## src/rtl/alu_writeback_stage.sv

```systemverilog
// Writeback stage behind the ALU: owns accumulators A/B and their carries, drives the
// data-RAM port, stalls fetch/decode while a load is outstanding and counts retirements.
module alu_writeback_stage #(
    parameter int RAM_READ_LATENCY = 1,
    parameter int RETIRE_WIDTH     = 16
) (
    input  logic                    Clock,
    input  logic                    Reset,
    input  logic                    iValid,
    input  logic [7:0]              iData,
    input  logic                    iWriteA,
    input  logic                    iWriteB,
    input  logic                    iCa,
    input  logic                    iCb,
    input  logic                    iReadA,
    input  logic                    iReadB,
    input  logic                    iRamEnableWrite,
    input  logic [9:0]              iRamAddress,
    input  logic [7:0]              iRamReadData,
    output logic [7:0]              oA,
    output logic [7:0]              oB,
    output logic                    oCa,
    output logic                    oCb,
    output logic [9:0]              oRamAddress,
    output logic [7:0]              oRamWriteData,
    output logic                    oRamWriteEnable,
    output logic                    oRamReadEnable,
    output logic                    oStall,
    output logic [RETIRE_WIDTH-1:0] oRetired
);

    typedef enum logic {ST_IDLE, ST_WAIT} state_t;

    localparam logic [2:0]              LAT_LOAD = 3'(RAM_READ_LATENCY);
    localparam logic [RETIRE_WIDTH-1:0] ONE      = RETIRE_WIDTH'(1);

    state_t                  state_q, state_d;
    logic [2:0]              cnt_q, cnt_d;
    logic [7:0]              a_q, a_d;
    logic [7:0]              b_q, b_d;
    logic                    ca_q, ca_d;
    logic                    cb_q, cb_d;
    logic                    load_b_q, load_b_d;
    logic [9:0]              addr_q, addr_d;
    logic [7:0]              wdata_q, wdata_d;
    logic                    wr_en_q, wr_en_d;
    logic                    rd_en_q, rd_en_d;
    logic [RETIRE_WIDTH-1:0] retired_q, retired_d;

    always_comb begin
        // NOTE: every next-state variable gets a default before any branch; a path that
        // leaves one unassigned would infer a latch.
        state_d   = state_q;
        cnt_d     = cnt_q;
        a_d       = a_q;
        b_d       = b_q;
        ca_d      = ca_q;
        cb_d      = cb_q;
        load_b_d  = load_b_q;
        addr_d    = addr_q;
        wdata_d   = wdata_q;
        wr_en_d   = 1'b0;
        rd_en_d   = 1'b0;
        retired_d = retired_q;

        unique case (state_q)
            ST_IDLE: begin
                if (iValid) begin
                    if (iReadA || iReadB) begin
                        // Load wins over everything else in the same instruction.
                        load_b_d = !iReadA;
                        addr_d   = iRamAddress;
                        rd_en_d  = 1'b1;
                        cnt_d    = LAT_LOAD;
                        state_d  = ST_WAIT;
                    end else if (iRamEnableWrite) begin
                        addr_d    = iRamAddress;
                        wdata_d   = iData;
                        wr_en_d   = 1'b1;
                        retired_d = retired_q + ONE;
                    end else begin
                        if (iWriteA) begin
                            a_d  = iData;
                            ca_d = iCa;
                        end
                        if (iWriteB) begin
                            b_d  = iData;
                            cb_d = iCb;
                        end
                        retired_d = retired_q + ONE;
                    end
                end
            end
            ST_WAIT: begin
                // Counter reaches zero in exactly the cycle the RAM data is valid.
                if (cnt_q == 3'd0) begin
                    if (load_b_q) b_d = iRamReadData;
                    else          a_d = iRamReadData;
                    retired_d = retired_q + ONE;
                    state_d   = ST_IDLE;
                end else begin
                    cnt_d = cnt_q - 3'd1;
                end
            end
            default: state_d = ST_IDLE;
        endcase
    end

    // NOTE: sequential state uses non-blocking assignments only, so every register
    // samples the pre-edge values regardless of statement order.
    always_ff @(posedge Clock) begin
        if (Reset) begin
            state_q   <= ST_IDLE;
            cnt_q     <= 3'd0;
            a_q       <= 8'd0;
            b_q       <= 8'd0;
            ca_q      <= 1'b0;
            cb_q      <= 1'b0;
            load_b_q  <= 1'b0;
            addr_q    <= 10'd0;
            wdata_q   <= 8'd0;
            wr_en_q   <= 1'b0;
            rd_en_q   <= 1'b0;
            retired_q <= '0;
        end else begin
            state_q   <= state_d;
            cnt_q     <= cnt_d;
            a_q       <= a_d;
            b_q       <= b_d;
            ca_q      <= ca_d;
            cb_q      <= cb_d;
            load_b_q  <= load_b_d;
            addr_q    <= addr_d;
            wdata_q   <= wdata_d;
            wr_en_q   <= wr_en_d;
            rd_en_q   <= rd_en_d;
            retired_q <= retired_d;
        end
    end

    assign oA              = a_q;
    assign oB              = b_q;
    assign oCa             = ca_q;
    assign oCb             = cb_q;
    assign oRamAddress     = addr_q;
    assign oRamWriteData   = wdata_q;
    assign oRamWriteEnable = wr_en_q;
    assign oRamReadEnable  = rd_en_q;
    assign oStall          = (state_q == ST_WAIT);
    assign oRetired        = retired_q;

endmodule

```

## config.mk

```make
export PLATFORM = sky130hd
export DESIGN_NAME = alu_writeback_stage
export DESIGN_NICKNAME = d
export VERILOG_FILES = /design/src/rtl/alu_writeback_stage.sv
export SDC_FILE = /design/constraint.sdc
export NUM_CORES = 1
export LEC_CHECK = 0
export BUFFER_PORTS_ARGS = -buffer_cell sky130_fd_sc_hd__buf_2
export CAP_MARGIN = 20
export CORE_ASPECT_RATIO = 0.5
export CORE_UTILIZATION = 52
export CTS_CLUSTER_SIZE = 40
export DETAILED_ROUTE_END_ITERATION = 10
export PLACE_DENSITY_LB_ADDON = 0.2
export SYNTH_ARGS = -nofsm -noshare
export SYNTH_HDL_FRONTEND = slang
export SYNTH_SLANG_ARGS = --single-unit
```

## constraint.sdc

```tcl
create_clock -name Clock -period 3.16 [get_ports Clock]
set_input_delay 0.79 -clock Clock [delete_from_list [all_inputs] [get_ports Clock]]
set_output_delay 0.79 -clock Clock [all_outputs]
set_load 0.05 [all_outputs]
```

# Word level (Yosys, flattened, before mapping)
# Cells that the tools add are included.
[word_totals] word_cells=72 register_bits=59
[op_classes] muxes=29 addsub=2 reduce_logical=15 n_eq_ne=10 n_bitwise=4
[op_table] operator="2-to-1 mux 8 bit" n=12
[op_table] operator="2-to-1 mux 16 bit" n=3
[op_table] operator="case mux 16 bit (2 select lines)" n=1
[op_table] operator="case mux 8 bit (2 select lines)" n=2
[op_table] operator="2-to-1 mux 10 bit" n=2
[op_table] operator="adder 16 x 1 -> 16 bit, second input constant" n=1
[op_table] operator="!= test 2 bit, second input constant" n=8
[op_table] operator="AND reduction 3 bit" n=4
[op_table] operator="AND reduction 6 bit" n=2
[op_table] operator="AND reduction 5 bit" n=2
[op_table] operator="2-to-1 mux 3 bit" n=3
[op_table] operator="case mux 3 bit (2 select lines)" n=1
[op_table] operator="2-to-1 mux 1 bit" n=4
[op_table] operator="!= test 2 x 1 -> 1 bit, second input constant" n=2
[op_table] operator="NOT 1 bit" n=4
[op_table] operator="AND reduction 4 bit" n=1
[op_table] operator="OR reduction 4 bit" n=1
[op_table] operator="logical NOT 3 bit" n=1
[op_table] operator="subtractor 3 x 1 -> 3 bit, second input constant" n=1
[op_table] operator="case mux 1 bit (2 select lines)" n=1
[op_table] operator="nonzero test 2 bit" n=1
[op_table] operator="OR reduction 2 bit" n=1
[op_table] operator="logical NOT 1 bit" n=1
[op_table] operator="logical OR 1 bit" n=1

# Logic depth before layout (Yosys ltp)
# Gate-level depths: netlist of run 1.
[logic_depth] depth_word=5 mapped_depth=7 depth_no_buf=6

# Worst setup path after synthesis of run 1
# OpenSTA, ideal clock, no wires.
[synth_path] path_type="input-to-reg" from="input iReadB" to="register retired_q[8] (netlist: oRetired[8])" cell_stages=5 setup_ns=0.070 arrival_time_ns=2.269 path_slack_ns=0.820 path_cell_list="or4b_4 buf_6 a2111o_1 or3_1 a21oi_1"
[synth_via] elab_chain_len=3
[synth_lines] item="start, declared" line_no="16" source="input logic iReadB,"
[synth_lines] item="logical OR 1 bit" line_no="69" source="if (iReadA || iReadB) begin"
[synth_lines] item="!= test 2 bit (no source line)"
[synth_lines] item="AND reduction 3 bit (no source line)"
[synth_lines] item="end signal, assigned" line_no="137" source="retired_q <= retired_d;"
[synth_lines] item="end, declared" line_no="48" source="logic [RETIRE_WIDTH-1:0] retired_q, retired_d;"
# Every way passes these cells.
# A chain may end at the register's enable or synchronous reset.

# Worst setup path after layout of run 1
[layout_path] from="input iReadB" to="register retired_q[12] (netlist: oRetired[12])"
# The elaborated chain is that of the path after synthesis.

==> results of run 1 <==
routing by layer:
layer,part of all wire [%],global-route usage (%),vias up
met5,0,0,-
met4,0.91,9.701,0
met3,5.5,8.774,4
met2,47,36.95,67
met1,46,28.22,983
li1,-,-,1087
cells in the mapped netlist, drive strengths merged (2+ instances only):
cell type	n
nand3	9
or3	5
a2111oi	3
a211oi	18
xnor2	9
nor3b	2
a21oi	11
nor2	50
buf	6
nand2b	2
a22oi	2
clkbuf	10
mux2i	28
ha	3
inv	6
nor2b	3
nand2	7
nand4	3
o21ai	6
or3b	2
nor3	2
dfxtp	59
cell type report:
class / count / area share [%]
clock buffer: 11 / 4.515
multi-input combinational: 176 / 37.28
sequential: 59 / 37.71
inverter: 6 / 0.7191
timing repair buffer: 96 / 15.82
tap: 57 / 2.277
clock inverter: 5 / 1.678
cells by family (layout without fill, tap and decap cells):
logic type | Yosys count | after routing | synth area share [%]
adders and majority gates | 3 | 3 | 1.535
buffers and inverters | 22 | 118 | 4.145
and+or+nand+nor | 90 | 90 | 17.40
xor gates and xnor gates | 10 | 10 | 3.583
AOI/OAI and AO/OA | 44 | 44 | 13.10
muxes | 29 | 29 | 11.92
DFF | 59 | 59 | 48.31
per-stage QoR:
step / setup slack [ps] / instances / instance area (um2)
floorplan: 820.1 / 257 / 2445
global placement: 612.4 / 394 / 2938
detailed placement: 566.3 / 394 / 2938
CTS: 891.1 / 410 / 3132
global route: 816.6 / 410 / 3132
finish: 882.4 / 410 / 3132
cells in the final DEF, fill, tap and decap left out, types with 2 or more instances in the layout:
cell and count:
or3_1 5, buf_4 6, inv_1 6, nor2b_1 3
dfxtp_1 59, buf_2 90, ha_1 3, xnor2_1 9
nand2_1 7, a22oi_2 2, a211oi_1 18, nor3_1 2
clkinv_2 3, nor3b_1 2, nor2_1 50, clkbuf_8 10
or3b_2 2, o21ai_0 6, a2111oi_2 2, nand4_1 3
nand2b_1 2, a21oi_1 11, nand3_1 9, mux2i_1 28
sequential cells by signal, indices dropped and copies added, names as in the netlist, 3 cells and up:
name	cells
cnt_q	3
oA	8
oB	8
oRamAddress	10
oRamWriteData	8
oRetired	16
worst max path at each step:
stage | depth (start not counted) | slack (ps) | to | start
floorplan | 5 | 820 | oRetired[8]$_SDFFE_PP0P_ | iReadB
global placement | 5 | 610 | oRetired[14]$_SDFFE_PP0P_ | iReadB
detailed placement | 5 | 570 | oRetired[14]$_SDFFE_PP0P_ | iReadB
CTS | 5 | 890 | oRetired[12]$_SDFFE_PP0P_ | iReadB
global route | 5 | 820 | oRetired[12]$_SDFFE_PP0P_ | iReadB
finish | 5 | 880 | oRetired[12]$_SDFFE_PP0P_ | iReadB
critical path: cells and delay by family:
kind                   cells  cell delay [ps]
buffers and inverters      1              130
AO/OA/AOI/OAI              2              630
AND/OR/NAND/NOR            2              980
power by group through the flow:
stage          Sequential (mW)  Clock [mW]  Combinational, mW
2_1_floorplan            0.902           0              0.105
3_3_place_gp             0.807           0              0.267
3_5_place_dp             0.808           0              0.272
4_1_cts                  0.792       0.683              0.273
5_1_grt                  0.795       0.719              0.296
6_report                 0.792       0.669              0.271
==> results.tsv, run 1 <==
metric	value	unit
status	finished clean	
ys.flop_type	dfxtp_1	
fmax	439.1	MHz
remaining_drc_errors	0	
rrSetupSlack	1090	ps
vias	2141	
crit_type	primary input to flop	
yosysTopAreaCell	dfxtp_1	
min_path_type	flop to flop	
clock-skew-final	6.634	ps
final.setup.tns	0	ps
max-cap-violations	0	
drt_iter0_drc	62	
cts_tree	done	
globalRouteOverflowTotal	0	
cts_resized	0	
grt_pass1_wl	8.845	mm
min_path_cells	2	
crit_path_start_kind	primary input	
antennaDiodeCount	0	
whs_endpoint	cnt_q[1]$_SDFFE_PP0P_	
cts_buffers	9	
grt_usage	23.08	%
clkSinkCount	59	
power.share.combinational	15.7	%
ctsHoldBuffers	0	
p_clk_share	38.6	%
grt_start_max_net_pins	40	
switching_share	28.36	%
p_switching	0.4913	mW
p_int	1.241	mW
final-seq-area	0.001181	mm2
synth_seq_cells	59	
core	0.004446	mm2
wl	5.248	mm
cts_max_level	3	
ir_worst_vdd	304.4	uV
reg2regPathDepth	4	
initial_core_util	55.00	%
postCtsSetupRepairBufs	0	
synth_area_leaders	dfxtp_1, mux2i_1, nor2_1	
endpoint_kind	flop	
yosys.area.top_type_share	48.31	%
n_fill_cell	343	
grt_pass1_vias	2004	
rsz0062_at_grt	no	
multi_input_area	0.001167	mm2
dieHeight	50.49	um
io_pins	91	
nNetsFinal	387	
drtPass1Iterations	4	
routedWlPerCell	12.80	um
cp.required	3420	ps
vias_per_cell	5.222	
synth_area	0.002445	mm2
num_rows	17	
clk_latency	330	ps
setup_violations	0	
arrival	2530	ps
seq_area_frac_synth	48.31	%
port_buffers	90	
finalMaxSlewViolations	0	
fp.dieW	98.97	um
die-area	0.004997	mm2
cts-root-buf	clkbuf_8	
postRouteAntennaNets	0	
worst-path-max-fanout	15	
antenna_found_initial	0	
final_util	70.45	%
synth.avg_cell_area	9.513	um2
synthToLayoutAreaGrowth	28.10	%
cts_buffer_depth	2	
syn_inst	257	
hold_viol	0	
relSlewSlack	54.47	%
dpl.hpwl	3.741	mm
yosysWarnings	0	
synth.distinct_cells	36	
leakage	1.428	nW
syn_nets	296	
critPathSlowestCell	or4b_4	
async_flop_share	0	%
period_share	72.07	%
timing.hold.ws	465.6	ps
place.gp.congestion	0.7261	
finalPower	1.732	mW
r2r-end	oRetired[12]$_SDFFE_PP0P_	
r2r-start	oStall$_SDFF_PP0_	
slowest_delay	640	ps
synth_edf_count	0	
min_period	2278	ps
tightest_slew	682.9	ps
clkTransAtPathRegs	70	ps
hold_path.startpoint	cnt_q[1]$_SDFFE_PP0P_	
power_frac_seq	45.7	%
powerDensity	553.1	mW/mm2
drive_gt1_share	34.28	%
path_cells	buf_2, or4b_4, a2111o_1, or3_1, a21oi_1	
Note: power is estimated with default switching activity, not from simulation.
==> run 2: changes to the inputs <==
--- a/config.mk
+++ b/config.mk
@@ -5,10 +5,11 @@
 export SDC_FILE = /design/constraint.sdc
 export NUM_CORES = 1
 export LEC_CHECK = 0
+export ABC_AREA = 1
 export BUFFER_PORTS_ARGS = -buffer_cell sky130_fd_sc_hd__buf_2
 export CAP_MARGIN = 20
 export CORE_ASPECT_RATIO = 0.5
-export CORE_UTILIZATION = 52
+export CORE_UTILIZATION = 49
 export CTS_CLUSTER_SIZE = 40
 export DETAILED_ROUTE_END_ITERATION = 10
 export PLACE_DENSITY_LB_ADDON = 0.2
==> constraint.sdc (replaced) <==
create_clock -name Clock -period 2.3 [get_ports Clock]
set_input_delay 0.575 -clock Clock [delete_from_list [all_inputs] [get_ports Clock]]
set_output_delay 0.575 -clock Clock [all_outputs]
set_load 0.05 [all_outputs]
==> run 2 against run 1 <==
  * Combinational power rose by 50%
  * Synthesized cell count rose by 36%
  * Sequential share of layout area fell by 1.9 points
  * Critical path depth fell by 3
  * Total power rose by 48%
  * Cell count rose by 26%
  * Worst hold slack got worse by 25 ps
  * Largest power group unchanged
==> results.tsv, run 2 <==
metric	value	unit
drtPass1Iterations	4	
final_common_cell	buf_2	
cts_tree	done	
clk_latency	330	ps
wl	5.966	mm
synth_edf_count	0	
min_path_type	flop to flop	
arrival	1250	ps
postRouteAntennaNets	0	
crit_start	oStall$_SDFF_PP0_	
clock-skew-final	6.750	ps
critPathSlowestCell	dfxtp_1	
crit_path_start_kind	flop	
clkSinkCount	59	
powerDensity	777.5	mW/mm2
synth_area_leaders	dfxtp_1, nand2_1, a21oi_1	
leakage	1.603	nW
endpoint_kind	primary output	
port_buffers	90	
drive_gt1_share	27.80	%
synth_area	0.002589	mm2
syn_nets	389	
fp.dieW	104.8	um
synthToLayoutAreaGrowth	27.36	%
core	0.005000	mm2
cts_resized	0	
synth.distinct_cells	25	
final.setup.tns	0	ps
grt_start_max_net_pins	32	
hold_path.startpoint	oRamAddress[1]$_SDFFE_PP0P_	
critPathTopFamily	buffers and inverters	
drt_iter0_drc	64	
r2r-start	oStall$_SDFF_PP0_	
dpl.hpwl	4.488	mm
finalPower	2.563	mW
antenna_found_initial	0	
hold_viol	0	
crit_type	flop to primary output	
nNetsFinal	480	
ir_worst_vdd	377.9	uV
syn_inst	350	
status	finished clean	
postCtsSetupRepairBufs	0	
dieHeight	53.40	um
seq_area_frac_synth	45.63	%
yosysWarnings	0	
relSlewSlack	74.10	%
cts_buffer_depth	2	
largest_reg_flops	16	
yosys.area.top_type_share	45.63	%
cts_max_level	3	
cts-root-buf	clkbuf_8	
die-area	0.005595	mm2
clkTransAtPathRegs	70	ps
max-cap-violations	0	
min_path_cells	2	
critPathBufInv	2	
min_period	1826	ps
grt_pass1_wl	9.749	mm
async_flop_share	0	%
setup_violations	0	
r2r-end	oA[6]$_SDFFE_PP0P_	
reg2regPathDepth	7	
rsz0062_at_grt	no	
rrSetupSlack	680	ps
yosysTopAreaCell	dfxtp_1	
globalRouteOverflowTotal	0	
vias	2498	
ys.flop_type	dfxtp_1	
synth.avg_cell_area	7.396	um2
final_cell_mix	buf_2, nand2_1, dfxtp_1, a21oi_1, inv_1	
fmax	547.8	MHz
synth_common_cells	nand2_1, dfxtp_1, a21oi_1, inv_1, o21ai_0	
path_cells	buf_4, buf_2	
cts_buffers	9	
dp_cells	500	
num_rows	18	
post-synth-top-count-cell	nand2_1	
ctsHoldBuffers	0	
period_share	79.37	%
initial_core_util	51.78	%
tightest_slew	388.1	ps
antennaDiodeCount	0	
remaining_drc_errors	0	
routedWlPerCell	11.56	um
grt_pass1_vias	2319	
worst-path-max-fanout	13	
io_pins	91	
slowest_delay	380	ps
whs_endpoint	oRamAddress[1]$_SDFFE_PP0P_	
cp.required	1730	ps
grt_usage	22.46	%
synth_seq_cells	59	
place.gp.congestion	0.8126	
fin_cells	516	
vias_per_cell	4.841	
finalMaxSlewViolations	0	
==> run 2: cell types whose count changed after synthesis, moves of 5 or more <==
cell and delta:
or3_1 -5, xnor2_1 -9, nand3_1 +16, a211oi_1 -18, a21oi_1 +39, nor2_1 -24, inv_1 +42, mux2i_1 -28
o21ai_0 +22, nand2_4 +6, nand2_1 +62
==> run 2: final cells by class <==
| class | instances | area [um2] |
|---|---|---|
| multi-input combinational | 228 | 1136 |
| tap | 70 | 87.58 |
| clock buffer | 12 | 155.1 |
| inverter | 49 | 183.9 |
| fill | 454 | 1703 |
| sequential | 59 | 1181 |
| clock inverter | 4 | 72.57 |
| timing repair buffer | 94 | 480.5 |
==> run 2: where the power goes <==
group / total, mW / internal (mW) / leakage [nW] / switching, mW
clock: 1.06 / 0.668 / 0.113 / 0.395
combinational: 0.407 / 0.108 / 1.01 / 0.299
sequential: 1.09 / 1.07 / 0.480 / 0.0255
total: 2.56 / 1.84 / 1.60 / 0.719
==> run 2: how the worst max path moves through the flow <==
stage / to / depth (start not counted) / slack [ps]
3_3_place_gp: oA[5]$_SDFFE_PP0P_ / 7 / 540
5_1_grt: oStall / 2 / 430
2_1_floorplan: oRetired[10]$_SDFFE_PP0P_ / 7 / 630
6_report: oStall / 2 / 470
4_1_cts: oStall / 2 / 460
3_5_place_dp: oA[0]$_SDFFE_PP0P_ / 7 / 460
==> run 2: through the flow <==
stage | util [%] | hold WS, ps | cell area, um2 | setup WS [ps]
after detailed placement | 61.39 | 436.1 | 3069 | 464.2
after floorplan | - | 478.8 | 2589 | 626.3
after global routing | 65.94 | 447.4 | 3297 | 431.6
after CTS | 65.94 | 433.9 | 3297 | 461.3
after global placement | 61.39 | 428.0 | 3069 | 535.2
final | 65.94 | 440.2 | 3297 | 474.4
==> run 2: worst register-to-register path: stages (launching register included) <==
cell	delay [ps]
dfxtp_1	340
buf_4	200
nor2_4	170
nand2_4	80
nand2_4	240
nand3_4	210
o21ai_0	210
a21oi_1	60
==> run 2: metal layers <==
layer,wire length [um],share of wire (%),track usage [%]
met5,0,0,0
met4,10,0.17,7.981
met3,443,7.4,7.266
met2,2811,47,40.07
met1,2702,45,26.03
==> run 2: kinds of logic (layout without fill, tap and decap cells) <==
group                    after synthesis  count (layout)  share of synthesized area [%]
AO/OA/AOI/OAI                         84              84                          16.53
buffers and inverters                 63             159                          10.49
AND/OR/NAND/NOR                      141             141                          25.91
flip-flops                            59              59                          45.63
adder cells (fa/ha/maj)                3               3                          1.450
==> run 3: changes to the inputs <==
--- a/config.mk
+++ b/config.mk
@@ -9,7 +9,7 @@
 export BUFFER_PORTS_ARGS = -buffer_cell sky130_fd_sc_hd__buf_2
 export CAP_MARGIN = 20
 export CORE_ASPECT_RATIO = 0.5
-export CORE_UTILIZATION = 49
+export CORE_UTILIZATION = 45
 export CTS_CLUSTER_SIZE = 40
 export DETAILED_ROUTE_END_ITERATION = 10
 export PLACE_DENSITY_LB_ADDON = 0.2
==> constraint.sdc (replaced) <==
create_clock -name Clock -period 1.6 [get_ports Clock]
set_input_delay 0.4 -clock Clock [delete_from_list [all_inputs] [get_ports Clock]]
set_output_delay 0.4 -clock Clock [all_outputs]
set_load 0.05 [all_outputs]
==> run 3 against run 2 <==
  * Count of clock-buffer cells in the layout is 1 lower
  * Register-to-register slack worse by 560 ps
  * Core utilization down 4.1 points
  * Worst setup slack got worse by 370 ps
  * Clock power up 76%
  * First-iteration DRC count up 25%
  * Non-clock buffer count increased by 2
  * Critical endpoint unchanged
  * Global-route usage is 1.5 points lower
==> results.tsv, run 3 (synthesis gave the netlist of run 2 again) <==
metric	value	unit
cts-root-buf	clkbuf_16	
routedWlPerCell	11.50	um
finalPower	4.050	mW
cts_tree	done	
worst-path-max-fanout	14	
antenna_found_initial	0	
setup_ws	105.4	ps
final_cell_mix	buf_2, nand2_1, dfxtp_1, a21oi_1, inv_1	
grt_pass1_vias	2265	
critPathBufInv	1	
cts_max_level	3	
vias_per_cell	4.887	
finalMaxSlewViolations	0	
grt_start_max_net_pins	32	
postRouteAntennaNets	0	
num_rows	19	
tightest_slew	263.9	ps
setup_violations	0	
ir_worst_vdd	680.3	uV
crit_path_start_kind	flop	
leakage	1.654	nW
vias	2546	
clk_latency	330	ps
critPathTopFamily	flip-flops	
slowest_delay	470	ps
synthToLayoutAreaGrowth	31.85	%
hold_viol	0	
nNetsFinal	482	
core	0.005515	mm2
path_cells	buf_2	
cts_buffers	9	
initial_core_util	46.94	%
drive_gt1_share	29.24	%
antennaDiodeCount	0	
rsz0062_at_grt	no	
largest_reg_flops	16	
place.gp.congestion	0.8133	
io_pins	91	
dpl.hpwl	4.540	mm
wl	5.990	mm
grt_usage	21.01	%
dieHeight	55.63	um
fp.dieW	109.3	um
drtPass1Iterations	4	
clkTransAtPathRegs	50	ps
grt_pass1_wl	9.880	mm
globalRouteOverflowTotal	0	
powerDensity	1187	mW/mm2
clkSinkCount	59	
dp_cells	505	
crit_type	flop to primary output	
ctsHoldBuffers	0	
postCtsSetupRepairBufs	0	
die-area	0.006078	mm2
fin_cells	521	
port_buffers	90	
endpoint_kind	primary output	
period_share	93.41	%
clock-skew-final	7.370	ps
max-cap-violations	0	
fmax	669.1	MHz
min_period	1495	ps
status	finished clean	
timing.hold.ws	278.6	ps
cp.required	1200	ps
relSlewSlack	82.34	%
cts_buffer_depth	2	
remaining_drc_errors	0	
final_common_cell	buf_2	
drt_iter0_drc	80	
min_path_type	primary input to flop	
arrival	1090	ps
pre_cts_ws	-33.04	ps
critPathSlowestCell	dfxtp_4	
final.setup.tns	0	ps
==> run 3: final cells by class <==
cell class	count	area [um2]
inverters	49	183.9
multi-input cells	228	1145
clock buffers	11	242.7
flip-flops and latches	59	1190
well taps	73	91.34
repair buffers	96	508.0
fillers	541	2102
clock inverters	5	52.55
==> run 3: final timing paths <==
check                                end  slack (ps)                        start  depth (start not counted)
max                               oStall         110            oStall$_SDFF_PP0_                          1
min                load_b_q$_SDFFE_PP0P_         280                       iReadA                          2
max reg2reg           oA[5]$_SDFFE_PP0P_         120        cnt_q[0]$_SDFFE_PP0P_                          7
min reg2reg  oRamAddress[2]$_SDFFE_PP0P_         440  oRamAddress[2]$_SDFFE_PP0P_                          2
==> run 3: timing repair <==
action,CTS,global route
setup endpoints to repair,1,6
resized for setup,1,2
endpoints found under the hold margin,0,0
==> run 3: through the flow <==
stage                     cell area (um2)  utilization, %
after floorplan                      2595               -
after global routing                 3413           61.89
after CTS                            3405           61.73
after global placement               3107           56.33
after detailed placement             3107           56.33
final                                3413           61.89
==> run 3: layer usage <==
metal	global-route usage [%]	share of wire [%]	up-vias	routed length, um
met4	6.857	1.3	0	80
met5	0	0	-	0
met2	34.77	46	71	2770
li1	-	-	1314	-
met1	25.76	46	1151	2756
met3	7.026	6.4	10	384
==> run 3: power by group <==
| part | internal (mW) | switching, mW | leakage (nW) |
|---|---|---|---|
| combinational | 0.165 | 0.426 | 1.03 |
| sequential | 1.54 | 0.0473 | 0.483 |
| clock | 1.24 | 0.636 | 0.145 |
| total | 2.94 | 1.11 | 1.65 |
